[src/rtl/sdram_sprite_writer_if.sv]
// Bundles the pixel stream, transfer control and Avalon-MM write bus of
// sdram_sprite_writer. The master modport is the writer side; the slave
// modport is the loader / SDRAM side that drives the control and stream inputs.
interface sdram_sprite_writer_if #(
  parameter int ADDR_W = 25,
  parameter int CNT_W  = 20
);
  // transfer control
  logic              start;
  logic [ADDR_W-1:0] base_addr;
  logic [CNT_W-1:0]  word_count;
  logic              busy;
  logic              done;

  // pixel stream
  logic [31:0]       in_data;
  logic              in_valid;
  logic              in_ready;

  // Avalon-MM write master toward the SDRAM slave
  logic [ADDR_W-1:0] sdram_address;
  logic [3:0]        sdram_byteenable_n;
  logic              sdram_chipselect;
  logic [31:0]       sdram_writedata;
  logic              sdram_write_n;
  logic              sdram_read_n;
  logic              sdram_waitrequest;

  modport master (
    input  start, base_addr, word_count, in_data, in_valid, sdram_waitrequest,
    output in_ready, busy, done,
    output sdram_address, sdram_byteenable_n, sdram_chipselect,
    output sdram_writedata, sdram_write_n, sdram_read_n
  );

  modport slave (
    output start, base_addr, word_count, in_data, in_valid, sdram_waitrequest,
    input  in_ready, busy, done,
    input  sdram_address, sdram_byteenable_n, sdram_chipselect,
    input  sdram_writedata, sdram_write_n, sdram_read_n
  );
endinterface

[src/rtl/sdram_sprite_writer.sv]
// Streams 32-bit sprite/background words into SDRAM via single-word Avalon-MM
// writes to consecutive addresses from a programmed base. Words pass through a
// small FIFO whose head is presented on registered bus outputs; the head word
// stays counted in the FIFO until the slave accepts it.
module sdram_sprite_writer #(
  parameter int ADDR_W     = 25,
  parameter int CNT_W      = 20,
  parameter int FIFO_DEPTH = 4
) (
  input  logic                  clk,
  input  logic                  rst,
  sdram_sprite_writer_if.master bus
);

  localparam int PTR_W = $clog2(FIFO_DEPTH);
  localparam int OCC_W = PTR_W + 1;

  typedef enum logic [1:0] {IDLE, WRITE, DONE} state_t;

  state_t            state_reg, state_next;
  logic [ADDR_W-1:0] base_reg;
  logic [CNT_W-1:0]  count_reg;
  logic [CNT_W-1:0]  issued_reg;
  logic [CNT_W-1:0]  taken_reg;

  logic [31:0]       mem [FIFO_DEPTH];
  logic [PTR_W-1:0]  wr_ptr_reg, rd_ptr_reg;
  logic [OCC_W-1:0]  occ_reg;

  logic [ADDR_W-1:0] addr_reg;
  logic [31:0]       data_reg;
  logic              write_n_reg;
  logic              cs_reg;
  logic [3:0]        be_n_reg;
  logic              busy_reg;
  logic              done_reg;

  logic              start_ok;
  logic              in_ready_int;
  logic              push;
  logic              accept;
  logic [OCC_W-1:0]  remain;
  logic              show;
  logic [PTR_W-1:0]  rd_sel;
  logic [ADDR_W-1:0] addr_next;

  // Handshakes, FIFO head selection and the address of the word to present.
  always_comb begin
    start_ok     = (state_reg == IDLE) && bus.start;
    in_ready_int = (state_reg == WRITE) && (occ_reg != OCC_W'(FIFO_DEPTH)) &&
                   (taken_reg < count_reg);
    push         = bus.in_valid && in_ready_int;
    accept       = !write_n_reg && !bus.sdram_waitrequest;
    // Words already buffered before this edge that survive the pop; a word
    // pushed on this same edge reaches the bus one cycle later.
    remain       = occ_reg - OCC_W'(accept);
    show         = (state_reg == WRITE) && (remain != '0);
    rd_sel       = rd_ptr_reg + PTR_W'(accept);
    addr_next    = base_reg + ADDR_W'(issued_reg) + ADDR_W'(accept);
  end

  // Next-state logic: IDLE -> WRITE (or straight to DONE on a zero count) -> DONE -> IDLE.
  always_comb begin
    state_next = state_reg;
    case (state_reg)
      IDLE:    if (bus.start) state_next = (bus.word_count == '0) ? DONE : WRITE;
      WRITE:   if (issued_reg == count_reg) state_next = DONE;
      DONE:    state_next = IDLE;
      default: state_next = IDLE;
    endcase
  end

  // State register plus the busy/done flags derived from the next state.
  always_ff @(posedge clk or posedge rst) begin
    if (rst) begin
      state_reg <= IDLE;
      busy_reg  <= 1'b0;
      done_reg  <= 1'b0;
    end else begin
      state_reg <= state_next;
      busy_reg  <= (state_next != IDLE);
      done_reg  <= (state_next == DONE);
    end
  end

  // Transfer parameters and the taken/issued word counters.
  always_ff @(posedge clk or posedge rst) begin
    if (rst) begin
      base_reg   <= '0;
      count_reg  <= '0;
      issued_reg <= '0;
      taken_reg  <= '0;
    end else if (start_ok) begin
      base_reg   <= bus.base_addr;
      count_reg  <= bus.word_count;
      issued_reg <= '0;
      taken_reg  <= '0;
    end else begin
      if (push)   taken_reg  <= taken_reg + 1'b1;
      if (accept) issued_reg <= issued_reg + 1'b1;
    end
  end

  // FIFO storage: plain array without reset so it maps onto RAM.
  always_ff @(posedge clk) begin
    if (push) mem[wr_ptr_reg] <= bus.in_data;
  end

  // FIFO pointers and occupancy; reset flushes any buffered words.
  always_ff @(posedge clk or posedge rst) begin
    if (rst) begin
      wr_ptr_reg <= '0;
      rd_ptr_reg <= '0;
      occ_reg    <= '0;
    end else begin
      wr_ptr_reg <= wr_ptr_reg + PTR_W'(push);
      rd_ptr_reg <= rd_ptr_reg + PTR_W'(accept);
      occ_reg    <= occ_reg + OCC_W'(push) - OCC_W'(accept);
    end
  end

  // Registered bus outputs; address and data keep their last values when idle.
  always_ff @(posedge clk or posedge rst) begin
    if (rst) begin
      addr_reg    <= '0;
      data_reg    <= '0;
      write_n_reg <= 1'b1;
      cs_reg      <= 1'b0;
      be_n_reg    <= 4'b1111;
    end else begin
      write_n_reg <= !show;
      cs_reg      <= show;
      be_n_reg    <= show ? 4'b0000 : 4'b1111;
      if (show) begin
        addr_reg <= addr_next;
        data_reg <= mem[rd_sel];
      end
    end
  end

  assign bus.in_ready           = in_ready_int;
  assign bus.busy               = busy_reg;
  assign bus.done               = done_reg;
  assign bus.sdram_address      = addr_reg;
  assign bus.sdram_writedata    = data_reg;
  assign bus.sdram_write_n      = write_n_reg;
  assign bus.sdram_chipselect   = cs_reg;
  assign bus.sdram_byteenable_n = be_n_reg;
  assign bus.sdram_read_n       = 1'b1;

endmodule

[src/flat_wrapper.sv]
// flat-port wrapper written by rule: the top's interface ports become plain ports
module sdram_sprite_writer_flat 
#(
  parameter int ADDR_W     = 25,
  parameter int CNT_W      = 20,
  parameter int FIFO_DEPTH = 4
)
  (clk, rst, bus_start, bus_base_addr, bus_word_count, bus_in_data, bus_in_valid, bus_sdram_waitrequest, bus_in_ready, bus_busy, bus_done, bus_sdram_address, bus_sdram_byteenable_n, bus_sdram_chipselect, bus_sdram_writedata, bus_sdram_write_n, bus_sdram_read_n);
  sdram_sprite_writer_if #(.ADDR_W(ADDR_W), .CNT_W(CNT_W)) bus_i ();
  input  logic clk;
  input  logic rst;
  input wire logic [$bits(bus_i.start)-1:0] bus_start;
  input wire logic [$bits(bus_i.base_addr)-1:0] bus_base_addr;
  input wire logic [$bits(bus_i.word_count)-1:0] bus_word_count;
  input wire logic [$bits(bus_i.in_data)-1:0] bus_in_data;
  input wire logic [$bits(bus_i.in_valid)-1:0] bus_in_valid;
  input wire logic [$bits(bus_i.sdram_waitrequest)-1:0] bus_sdram_waitrequest;
  output wire logic [$bits(bus_i.in_ready)-1:0] bus_in_ready;
  output wire logic [$bits(bus_i.busy)-1:0] bus_busy;
  output wire logic [$bits(bus_i.done)-1:0] bus_done;
  output wire logic [$bits(bus_i.sdram_address)-1:0] bus_sdram_address;
  output wire logic [$bits(bus_i.sdram_byteenable_n)-1:0] bus_sdram_byteenable_n;
  output wire logic [$bits(bus_i.sdram_chipselect)-1:0] bus_sdram_chipselect;
  output wire logic [$bits(bus_i.sdram_writedata)-1:0] bus_sdram_writedata;
  output wire logic [$bits(bus_i.sdram_write_n)-1:0] bus_sdram_write_n;
  output wire logic [$bits(bus_i.sdram_read_n)-1:0] bus_sdram_read_n;
  assign bus_i.start = bus_start;
  assign bus_i.base_addr = bus_base_addr;
  assign bus_i.word_count = bus_word_count;
  assign bus_i.in_data = bus_in_data;
  assign bus_i.in_valid = bus_in_valid;
  assign bus_i.sdram_waitrequest = bus_sdram_waitrequest;
  assign bus_in_ready = bus_i.in_ready;
  assign bus_busy = bus_i.busy;
  assign bus_done = bus_i.done;
  assign bus_sdram_address = bus_i.sdram_address;
  assign bus_sdram_byteenable_n = bus_i.sdram_byteenable_n;
  assign bus_sdram_chipselect = bus_i.sdram_chipselect;
  assign bus_sdram_writedata = bus_i.sdram_writedata;
  assign bus_sdram_write_n = bus_i.sdram_write_n;
  assign bus_sdram_read_n = bus_i.sdram_read_n;
  sdram_sprite_writer #(.ADDR_W(ADDR_W), .CNT_W(CNT_W), .FIFO_DEPTH(FIFO_DEPTH)) u_core (.clk(clk), .rst(rst), .bus(bus_i));
endmodule
[config.mk]
export PLATFORM = sky130hd
export DESIGN_NAME = sdram_sprite_writer_flat
export DESIGN_NICKNAME = d
export VERILOG_FILES = /design/src/rtl/sdram_sprite_writer_if.sv /design/src/rtl/sdram_sprite_writer.sv /design/src/flat_wrapper.sv
export SDC_FILE = /design/constraint.sdc
export NUM_CORES = 1
export LEC_CHECK = 0
export ABC_AREA = 1
export BUFFER_PORTS_ARGS = -buffer_cell sky130_fd_sc_hd__buf_2
export CAP_MARGIN = 20
export CORE_MARGIN = 2
export CORE_UTILIZATION = 54
export CTS_BUF_LIST = sky130_fd_sc_hd__clkbuf_4 sky130_fd_sc_hd__clkbuf_8 sky130_fd_sc_hd__clkbuf_16
export DETAILED_ROUTE_END_ITERATION = 7
export PLACE_DENSITY = 0.77
export SETUP_SLACK_MARGIN = 0.1
export SLEW_MARGIN = 25
export SYNTH_ARGS = -nofsm -noshare
export SYNTH_HDL_FRONTEND = slang
export SYNTH_SLANG_ARGS = --single-unit
[constraint.sdc]
create_clock -name clk -period 4.95 [get_ports clk]
set_input_delay 0.495 -clock clk [delete_from_list [all_inputs] [get_ports clk]]
set_output_delay 0.495 -clock clk [all_outputs]
set_load 0.005 [all_outputs]
== Word level (Yosys, flattened, before mapping) ==
Memory sizes are Yosys's and may differ from the RTL's. A register that Yosys moved wholly into a read port is not among the register bits.
Cells that the tools add are included.
Storage, ports and cells
  input bits: 82
  register bits after elaboration: 127
  RAM bits: 128
  memories: 1
Memories
  u_core.mem: words 4, bits a word 32, rd ports 1, clocked after memory_dff 1, wr ports 1, line sdram_sprite_writer.sv:26  | logic [31:0] mem [FIFO_DEPTH];
Operators by class
  equal/unequal tests: 4
  mux-type cells: 11
  magnitude comparators: 1
  reduce and logical (&&, ||, !) cells: 15
  add/subtract/negate cells: 9
Operators with widths (number)
  $mux 20: 4
  $add 20x1->20 const B: 2
  $add 25x1->25: 1
  $add 25x20->25: 1
  $eq 20x20->1: 1
  $logic_not 20->1: 1
  $lt 20x20->1: 1
  $logic_and 1x1->1: 6
  $mux 2: 3
  $reduce_bool 2->1: 3
  $sub 3x1->3: 2
  $add 2x1->2: 2
  $mux 4: 1
  $pmux 2 s2: 1
  $add 3x1->3: 1
  $logic_not 1->1: 3
  $ne 3x3->1 const B: 1
  $reduce_bool 3->1: 1
  $eq 2x1->1 const B: 1
  $eq 2x2->1 const B: 1
  $logic_not 2->1: 1
  $mux 1: 2

== Logic depth before layout (Yosys ltp) ==
  depth after elaboration: 6
  mapped depth: 16
  depth with buffers taken out: 15

== Worst setup path after synthesis ==
No wires, ideal clock.
  path kind: reg2reg
  from: reg u_core.taken_reg[11]
  to: mem u_core.mem[0][0], enable pin
  setup slack: 0.821 ns
  arrival time: 3.668 ns
  cell stages (with the launch flop): 9
  required time: 4.489 ns
  library setup time: 0.461 ns
  period minus slack after synthesis: 4.129 ns
  cells stage by stage: dfrtp_1 > ha_1 > a21o_1 > nor2_1 > nand2_1 > nand2_1 > nand4_4 > buf_2 > nor3_1
Between the ends
  longest elaborated chain between the ends: 5
RTL lines
  start: declaration: line sdram_sprite_writer.sv:24  | logic [CNT_W-1:0] taken_reg;
  start signal: assignment: line sdram_sprite_writer.sv:99  | if (push) taken_reg <= taken_reg + 1'b1;
  $lt 20x20->1: line sdram_sprite_writer.sv:51  | (taken_reg < count_reg);
  $logic_and 1x1->1: line sdram_sprite_writer.sv:50  | in_ready_int = (state_reg == WRITE) && (occ_reg != OCC_W'(FIFO_DEPTH)) &&
  $logic_and 1x1->1: line sdram_sprite_writer.sv:52  | push = bus.in_valid && in_ready_int;
  $mux 1: line sdram_sprite_writer.sv:106  | if (push) mem[wr_ptr_reg] <= bus.in_data;
  $mux 1 (implied by the code): line sdram_sprite_writer.sv:106
  end: declaration: line sdram_sprite_writer.sv:26
No other way between the ends.

==> reports/qor.json <==
{
  "static-leakage-power_uw": 0.00783,
  "gp_congestion": 0.926,
  "synthesis.area_per_instance_um2": 8.50,
  "endpoint": "u_core.bus.sdram_address[12]$_DFFE_PP0P_",
  "finalMaxSlewViolations": 0,
  "insertion_delay_to_the_later_sink_of_the_worst_skew_pair_ps": 570,
  "syn-instance-count": 1655,
  "globalRoute.totalOverflow": 0,
  "clkPwrFrac_pct": 24.3,
  "seq_power_share_pct": 38.3,
  "yosys_warnings": 0,
  "critical_path_class": "register to register",
  "hpwl_mm": 21.8,
  "status": "complete, no violations",
  "setup.worst_path.start": "u_core.bus.sdram_byteenable_n[2]$_DFF_PP1_",
  "detailroute.via_count": 11300,
  "synth_seq_cells": 283,
  "first_global_vias": 10900,
  "routed_wl_mm": 33.4,
  "grt_start_max_net_pins": 94,
  "final_setup_violating_endpoints": 0,
  "dieArea_mm2": 0.0274,
  "route.detailed.drc": 0,
  "io_pins": 149,
  "vdd_ir_drop_max_mv": 0.542,
  "timing.fmax_mhz": 324,
  "synthesized_net_count": 1786,
  "final_core_utilization_pct": 62.6,
  "worst_slew_margin_rel_pct": 40.0,
  "crit_share_post_route_pct": 62.4,
  "clock-root-buffer": "sky130_fd_sc_hd__clkbuf_16",
  "drt-initial-drc-count": 966,
  "chipWidth_um": 165,
  "die_extent_in_y_um": 165,
  "registers.top_by_ff_count": "u_core.mem",
  "cts.hold.buffers_added": 0,
  "mostFrequentLayoutCells": "sky130_fd_sc_hd__nand2_1, sky130_fd_sc_hd__nor2_1, sky130_fd_sc_hd__inv_1",
  "clock_path_buffers": 3,
  "area_taken_by_flip_flops_and_latches_mm2": 0.00772,
  "hold_violations": 0,
  "post_drt_wl_per_cell_um": 15.5,
  "mostFrequentLayoutCell": "sky130_fd_sc_hd__nand2_1",
  "dpl.cell_count": 2094,
  "period_minus_slack_ps": 3090,
  "rrSetupSlack_ps": 1860,
  "worstMarginPinSlew_ps": 900,
  "synth_seq_area_share_pct": 54.9,
  "clock_skew_ps": 14.9,
  "final_net_count": 1923,
  "cts-buffers-inserted": 31,
  "cellInternalPower_uw": 5870,
  "cts_setup_buffers": 0,
  "std_cell_rows": 59,
  "grtUsageTotal_pct": 24.5,
  "largest_register_ff_count": 128,
  "worst_setup_end_kind": "register",
  "post_cts.resized_instances": 0,
  "synthesis.area_mm2": 0.0141,
  "combinationalPowerShare_pct": 37.4,
  "layoutNonFillerInstCount": 2155,
  "synth-main-ff-cell": "sky130_fd_sc_hd__dfrtp_1",
  "post_route_ant_nets": 0,
  "timing.critical_path.required_ps": 5410,
  "ctsHtreeMaxLevel": 1,
  "multiInputGateArea_mm2": 0.00544,
  "final_layout_size_suffix_gt1_share_pct": 13.4,
  "regToRegStartpoint": "u_core.bus.sdram_byteenable_n[2]$_DFF_PP1_",
  "nFillCells": 2207,
  "critPathLaunchType": "register",
  "clock_tree_from_tritoncts": "yes",
  "maxCapViolations": 0,
  "clock_sink_count": 283,
  "hold_path_class": "primary input to async pin",
  "synth_cell_types": 41,
  "worst-r2r-cell-count": 12,
  "synth-edff-count": 128,
  "net-switching-power_uw": 3810,
  "grt_setup_unrepaired": "no",
  "r2r-end": "u_core.bus.sdram_address[12]$_DFFE_PP0P_",
  "numPortBuffers": 147,
  "floorplan.initialDensity_pct": 54.5,
  "clock_slew_seen_by_the_registers_of_the_worst_setup_and_hold_paths_ps": 60,
  "post_drt_via_cell_ratio": 5.25,
  "synthArstFlopShare_pct": 54.8,
  "core_area_mm2": 0.0258,
  "antenna_found_initial": 3,
  "cp_max_fo": 11,
  "tns_ps": 0,
  "synthToLayoutAreaGrowth_pct": 14.9,
  "grt_pass1_wl_mm": 53.3,
  "switching_share_of_power_pct": 39.4,
  "power.density_cell_area_mw_per_mm2": 599,
  "drtPass1Iterations": 5,
  "arrival_ps": 3550
}
power groups by stage:
stage | registers (uW) | logic [uW] | clock network (uW)
2_1_floorplan | 3620 | 2510 | 0
3_3_place_gp | 3720 | 3490 | 0
3_5_place_dp | 3730 | 3620 | 0
4_1_cts | 3700 | 3640 | 2400
5_1_grt | 3780 | 4120 | 2480
6_report | 3700 | 3620 | 2360
through the flow:
| step | total power (uW) | hold slack [ps] | setup WS, ps | area (um2) |
|---|---|---|---|---|
| after detailed placement | 7350 | 463 | 1810 | 15100 |
| after global placement | 7210 | 460 | 1750 | 15100 |
| after global routing | 10400 | 117 | 1500 | 16200 |
| after CTS | 9740 | 102 | 1810 | 16200 |
| after floorplan | 6130 | 453 | 279 | 14100 |
| final | 9680 | 86.8 | 1860 | 16200 |
synth_stat cells (all sizes together), types with 24 or more instances:
cell type | count | area (um2)
a21oi | 27 | 135
ha | 46 | 576
clkbuf | 31 | 116
nor3 | 24 | 141
nand3 | 103 | 521
nand2 | 522 | 1970
edfxtp | 128 | 3840
o21ai | 113 | 569
inv | 181 | 679
dfrtp | 154 | 3850
nor2 | 218 | 831
buf | 24 | 131
kinds of logic after synthesis:
kind of cell               synth area share [%]
and+or+nand+nor                            26.2
DFF                                        54.9
AOI/OAI and AO/OA                          5.36
buffers and inverters                      6.67
adders and majority gates                  4.52
xor gates and xnor gates                   2.30
other                                    0.0267
per-layer routing:
layer / global-route usage (%) / vias up / routed length, um
met2: 42.5 / 328 / 16100
met4: 7.01 / 2 / 809
met1: 31.7 / 5353 / 14300
met5: 0 / - / 13
li1: - / 5570 / -
met3: 4.42 / 71 / 2070
worst max-delay path: stages (launching register included):
cell and delay [ps]:
sky130_fd_sc_hd__dfstp_2 560, sky130_fd_sc_hd__inv_1 50, sky130_fd_sc_hd__nand2_2 150, sky130_fd_sc_hd__clkinv_1 340, sky130_fd_sc_hd__fa_1 560, sky130_fd_sc_hd__fa_1 430
sky130_fd_sc_hd__nand3_1 110, sky130_fd_sc_hd__nand3_1 150, sky130_fd_sc_hd__nand3_1 140, sky130_fd_sc_hd__nand3_1 90, sky130_fd_sc_hd__or2_2 270, sky130_fd_sc_hd__nand3_1 70
sky130_fd_sc_hd__nand2_1 60
how the worst min path moves through the flow:
stage                                                      to  slack, ps  cells after the start
floorplan                     u_core.base_reg[10]$_DFFE_PP0P_        450                      2
global placement     u_core.bus.sdram_address[22]$_DFFE_PP0P_        460                      2
detailed placement   u_core.bus.sdram_address[11]$_DFFE_PP0P_        460                      2
CTS                           u_core.base_reg[13]$_DFFE_PP0P_        100                      3
global route                      u_core.mem[0][11]$_DFFE_PP_        120                      1
finish              u_core.bus.sdram_writedata[5]$_DFFE_PP0P_         90                      2
layout make-up:
type	instances	share of cell area [%]
sequential	283	47.8
multi-input combinational	1133	33.7
clock buffer	37	5.12
timing repair buffer	159	5.11
inverter	184	4.32
tap	335	2.59
clock inverter	21	1.38
antenna	3	0.0464
Note: power is estimated with default switching activity, not from simulation.
